===== src/rtl/serial_digit_adder.sv =====
// rtl/serial_digit_adder.sv - digit-serial adder, DIGIT_W bits per clock via a registered carry chain
// Optional accumulate mode (operand A taken from Sum) under `define SERIAL_ADDER_ACCUM_EN.
module serial_digit_adder #(
  parameter int WIDTH   = 8,
  parameter int DIGIT_W = 1
) (
  input  logic             clk,
  input  logic             rst_n,
  input  logic             start,
  input  logic [WIDTH-1:0] A,
  input  logic [WIDTH-1:0] B,
  input  logic             Cin,
`ifdef SERIAL_ADDER_ACCUM_EN
  input  logic             accumulate,
`endif
  output logic             busy,
  output logic             done,
  output logic [WIDTH-1:0] Sum,
  output logic             Carry
);

  localparam int N  = WIDTH / DIGIT_W;
  localparam int CW = (N > 1) ? $clog2(N) : 1;

  localparam logic [1:0] S_IDLE = 2'd0;
  localparam logic [1:0] S_BUSY = 2'd1;
  localparam logic [1:0] S_DONE = 2'd2;

  generate
    if (WIDTH < 1 || DIGIT_W < 1 || (WIDTH % DIGIT_W) != 0) begin : g_bad_cfg
      $error("serial_digit_adder: WIDTH must be a positive multiple of DIGIT_W");
    end
  endgenerate

  logic [1:0]         r_state;
  logic [WIDTH-1:0]   r_sha;
  logic [WIDTH-1:0]   r_shb;
  logic [WIDTH-1:0]   r_psum;
  logic [WIDTH-1:0]   r_sum;
  logic               r_c;
  logic               r_carry;
  logic [CW-1:0]      r_cnt;

  logic [DIGIT_W:0]         w_digit;
  logic [WIDTH+DIGIT_W-1:0] w_cat;
  logic [WIDTH-1:0]         w_psum_next;
  logic [WIDTH-1:0]         w_opa;
  logic                     w_accept;
  logic                     w_last;

  assign w_digit = {1'b0, r_sha[DIGIT_W-1:0]} + {1'b0, r_shb[DIGIT_W-1:0]}
                 + {{DIGIT_W{1'b0}}, r_c};
  // New digit enters at the MSB end; the concatenation also covers N=1 cleanly.
  assign w_cat       = {w_digit[DIGIT_W-1:0], r_psum};
  assign w_psum_next = w_cat[WIDTH+DIGIT_W-1:DIGIT_W];
  assign w_last      = (r_cnt == CW'(N - 1));
  assign w_accept    = start && ((r_state == S_IDLE) || (r_state == S_DONE));

`ifdef SERIAL_ADDER_ACCUM_EN
  assign w_opa = accumulate ? r_sum : A;
`else
  assign w_opa = A;
`endif

  always_ff @(posedge clk or negedge rst_n) begin
    if (!rst_n) begin
      r_state <= S_IDLE;
      r_sha   <= '0;
      r_shb   <= '0;
      r_psum  <= '0;
      r_sum   <= '0;
      r_c     <= 1'b0;
      r_carry <= 1'b0;
      r_cnt   <= '0;
    end else begin
      case (r_state)
        S_BUSY: begin
          r_sha  <= r_sha >> DIGIT_W;
          r_shb  <= r_shb >> DIGIT_W;
          r_psum <= w_psum_next;
          r_c    <= w_digit[DIGIT_W];
          r_cnt  <= r_cnt + 1'b1;
          // Sum/Carry only change here, so partial results never leak out.
          if (w_last) begin
            r_sum   <= w_psum_next;
            r_carry <= w_digit[DIGIT_W];
            r_state <= S_DONE;
          end
        end
        default: begin
          if (w_accept) begin
            r_sha   <= w_opa;
            r_shb   <= B;
            r_c     <= Cin;
            r_psum  <= '0;
            r_cnt   <= '0;
            r_state <= S_BUSY;
          end else begin
            r_state <= S_IDLE;
          end
        end
      endcase
    end
  end

  assign busy  = (r_state == S_BUSY);
  assign done  = (r_state == S_DONE);
  assign Sum   = r_sum;
  assign Carry = r_carry;

endmodule


===== config.mk =====
export PLATFORM = sky130hd
export DESIGN_NAME = serial_digit_adder
export DESIGN_NICKNAME = d
export VERILOG_FILES = /design/src/rtl/serial_digit_adder.sv
export SDC_FILE = /design/constraint.sdc
export NUM_CORES = 1
export LEC_CHECK = 0
export CORE_ASPECT_RATIO = 0.5
export CORE_MARGIN = 5
export CORE_UTILIZATION = 24
export CTS_BUF_LIST = sky130_fd_sc_hd__clkbuf_4 sky130_fd_sc_hd__clkbuf_8 sky130_fd_sc_hd__clkbuf_16
export DETAILED_ROUTE_END_ITERATION = 7
export PLACE_DENSITY = 0.5
export SLEW_MARGIN = 0
export SYNTH_ARGS = -nofsm -noshare
export SYNTH_HDL_FRONTEND = slang
export SYNTH_SLANG_ARGS = --single-unit

===== constraint.sdc =====
create_clock -name clk -period 1.4 [get_ports clk]
set_input_delay 0.28 -clock clk [delete_from_list [all_inputs] [get_ports clk]]
set_output_delay 0.28 -clock clk [all_outputs]
set_load 0.02 [all_outputs]

# Yosys cells after proc, flatten, opt, wreduce, memory -nomap -nowiden
# Cells that the tools add are included.
classes:
  n_reduce_logical: 5
  n_eq_ne: 4
  add_sub_neg: 3
  muxes: 13
op_table:
  columns: ["cell", "n"]
  rows:
  - ["2-to-1 mux 8 bit", 6]
  - ["2-to-1 mux 3 bit", 2]
  - ["2-to-1 mux 2 bit", 2]
  - ["adder 3 x 1 -> 3 bit, second input constant", 1]
  - ["== test 3 bit, second input constant", 1]
  - ["2-to-1 mux 1 bit", 3]
  - ["adder 1 x 1 -> 2 bit", 1]
  - ["adder 2 x 1 -> 2 bit", 1]
  - ["== test 2 x 1 -> 1 bit, second input constant", 1]
  - ["== test 2 bit, second input constant", 1]
  - ["zero test 2 bit", 1]
  - ["!= test 2 x 1 -> 1 bit, second input constant", 1]
  - ["AND reduction 2 bit", 1]
  - ["nonzero test 2 bit", 1]
  - ["logical AND 1 bit", 1]
  - ["logical OR 1 bit", 1]
totals:
  out_inout_bits: 11
  reg_bits: 39
  in_bits: 20

# Longest topological paths before layout
depth:
  ltp_word: 5
  ltp_mapped: 4
  depth_no_buf: 4

# Worst setup path after synthesis
# Ideal clock, no wire load.
synth_timing:
  path_kind: "flip-flop to flip-flop"
  from: "reg r_cnt[0]"
  to: "reg r_cnt[2]"
  slack_ps: 8
  t_arrival_ps: 1271
  synth_period_minus_slack_ps: 1392
  t_required_ps: 1279
  path_stages_with_launch: 5
  path_cell_list: "dfrtp_1 -> ha_1 -> ha_1 -> mux2_2 -> a22o_1"
synth_between:
  elab_chain_len: 2
synth_rtl:
  columns: ["item", "line", "rtl"]
  rows:
  - ["start: declaration", "42", "logic [CW-1:0] r_cnt;"]
  - ["start signal: assignment", "82", "r_cnt <= r_cnt + 1'b1;"]
  - ["adder 3 x 1 -> 3 bit", "82", null]
  - ["2-to-1 mux 3 bit", "76", "case (r_state)"]
# No other way between the ends.
# A chain may end at the register's enable or synchronous reset.

# Worst setup path in the final report
layout_timing:
  from: "reg r_cnt[1]"
  to: "reg r_cnt[2]"
# The elaborated chain is that of the path after synthesis.

==> impl_metrics.ini <==
[global_routing]
antenna_found_initial = 0
top_usage_layer = met2
gr-usage-all-layers = 0.0854
grt_pass1_vias = 1316
grt_use_met3 = 0.0245
grt.overflow.total = 0
grt_max_degree = 39
gr-usage-met1 = 0.107
met2_usage = 0.143
grt_pass1_wl_um = 6510

[logic_synthesis]
synth_enable_flop_cells = 0
avgSynthCellArea_um2 = 12.8
synth_ff_type = dfrtp_1
synth_cells = 142
post_synth_num_cell_types = 24
syn_nets = 165
synth_area_leader_cell = dfrtp_1
yosysMostFrequentCell = dfrtp_1
seq_area_frac_synth = 0.524
synth_area_leaders = dfrtp_1 52%, mux2i_1 7.7%, mux2_4 7.4%
ys_seq_elements = 38
async_flop_share = 1.00
synth-warning-count = 0
synth_top_area_share = 0.524
synthTopCellsByCount = 38 x dfrtp_1, 14 x mux2i_1, 14 x nor2b_1, 13 x a211oi_1, 13 x a21oi_1
synth_area_mm2 = 0.00181

[worst_hold_path]
hold_end = r_shb[1]
holdCritPathClass = flip-flop to flip-flop
hp-start = r_shb[1]
hold_depth = 1

[cells_and_area]
drive_gt1_frac = 0.239
antenna_cells = 0
area.growth.synth_to_final_pct = 36.0
nNetsFinal = 206
stdcell_count = 280
utilization = 0.336

[sta]
setup_viol = 0
tightest_slew_ns = 0.251
fin_crit_ns = 1.37
timing.fmax_mhz = 728
hold_slack_ns = 0.494
relSlewSlack = 0.833
drv_slew = 0
finalCritPeriodShare = 0.982
skew_ns = 0.00591
final_hold_viol_count = 0
rsz0062_at_grt = false

[critical_path]
r2r-end = r_cnt[2]
crit_family = adder cells
slowest_stage = dfrtp_1
critPathBufInv = 0
crit_type = flip-flop to flip-flop
critPathLaunchType = flip-flop
path_cells = ha_2, ha_4, mux2_4, a22o_1
critPathArrivalTime_ns = 1.54
path_max_fanout = 2
required_ns = 1.56
reg2reg_setup_slack_ns = 0.03
worstReg2RegStart = r_cnt[1]
crit_path_end_kind = flip-flop
crit_path_max_incr_delay_ns = 0.39
r2r_cells = 4

[route]
wl_um = 3780
vias = 1222
wl_per_cell_um = 13.5
ant_nets = 0
vias_per_cell = 4.36
route.detailed.drc = 0
drt_pass1_iterations = 4
drtIter0Drc = 38

[clocking]
clkTransAtPathRegs_ns = 0.06
cts.sinks = 38
cts_tree = built
cts_buffer_depth = 2
ctsRootBufferMaster = clkbuf_16
cts_htree_levels = 2
clk_latency_ns = 0.28
cts_made_buffers = 5

[floorplan]
die_x_um = 133
die_area_mm2 = 0.00950
start_util = 0.247
core_mm2 = 0.00735
ios = 31
num_rows = 22
dieHeight_um = 71.5

[power]
ir_worst_vdd_mv = 0.504
clockPowerShare = 0.215
p_int_uw = 3520
power_density_mw_per_mm2 = 2150
pwr-share-comb = 0.411
leakage_uw = 0.00108
seq_power_share = 0.374
power_switching_uw = 1770
p_sw_frac = 0.335

[run]
cap_violations = 0

[place]
port_buffers = 30
dp_hpwl_um = 2620
dp.cells = 270
gp_congestion = 0.733

[status]
status = finished, final reports clean
==> routing by layer <==
metal / wire (um) / vias up / share of wire
met4: 59 / 0 / 0.016
met3: 124 / 7 / 0.033
met2: 1770 / 15 / 0.47
met5: 0 / - / 0
met1: 1830 / 590 / 0.48
li1: - / 610 / -
==> final cells by class <==
class                   instances  area (um2)
flip-flops and latches         38         952
fillers                       723        4880
repair buffers                 44         404
clock inverters                 2        12.5
well taps                      96         120
inverters                       2        7.51
multi-input cells              92         832
clock buffers                   6         139
==> sequential cells by signal (all words and copies together) (netlist names) <==
| name | cells |
|---|---|
| r_cnt | 3 |
| r_sha | 8 |
| r_shb | 8 |
| Carry | 1 |
| Sum | 8 |
| r_psum | 7 |
| r_state | 2 |
| r_c | 1 |
==> how the worst max path moves through the flow <==
stage	start	end	slack [ns]	depth (start not counted)
after floorplan	r_cnt[0]	r_cnt[2]	0.008	4
after global placement	start	r_shb[2]	-0.08	4
after detailed placement	start	r_shb[2]	-0.12	4
after CTS	r_state[1]	done	0.002	2
after global routing	r_cnt[0]	r_cnt[2]	0.0005	4
final	r_cnt[1]	r_cnt[2]	0.03	4
==> power groups by stage <==
stage	Clock, uW	Combinational (uW)	Sequential [uW]
final	1140	2170	1980
after global routing	1220	2420	2060
after CTS	1170	2180	1990
after detailed placement	0	2220	2000
after global placement	0	2180	1980
after floorplan	0	1430	2030
==> per-stage QoR <==
step	instance area, um2	TNS, ns	setup WS (ns)	power [uW]
after global routing	2470	0	0.000481	5700
after CTS	2450	0	0.00248	5340
after global placement	2280	-1.33	-0.0825	4160
final	2470	0	0.0257	5300
after floorplan	1810	0	0.00836	3450
after detailed placement	2280	-1.62	-0.117	4220
==> cell families (layout without fill, tap and decap cells) <==
logic type | count (synthesis) | in the layout | share of synthesized area
compound gates | 41 | 41 | 0.159
fa+ha+maj | 3 | 3 | 0.0248
buf+inv | 12 | 54 | 0.0331
flops | 38 | 38 | 0.524
mux | 27 | 27 | 0.177
simple gates | 21 | 21 | 0.0821
==> repair_timing <==
| action | CTS | global route |
|---|---|---|
| hold buffers | 1 | 0 |
| hold endpoints to repair | 38 | 0 |
| resized for setup | 18 | 5 |
| pin swaps | 2 | 0 |
| endpoints found under the setup margin | 21 | 12 |
| setup buffers | 0 | 1 |
==> layout by cell type, fill, tap and decap left out, types with 2 or more instances in the layout <==
master	count
dfrtp_1	37
clkdlybuf4s50_1	18
nor2b_1	14
mux2i_1	14
a211oi_1	13
a21oi_1	13
a22o_1	11
buf_4	11
mux2_4	10
dlygate4sd2_1	9
clkbuf_16	5
mux2_2	3
inv_1	2
a21o_1	2
buf_2	2
Power figures use the tool's default switching activity.
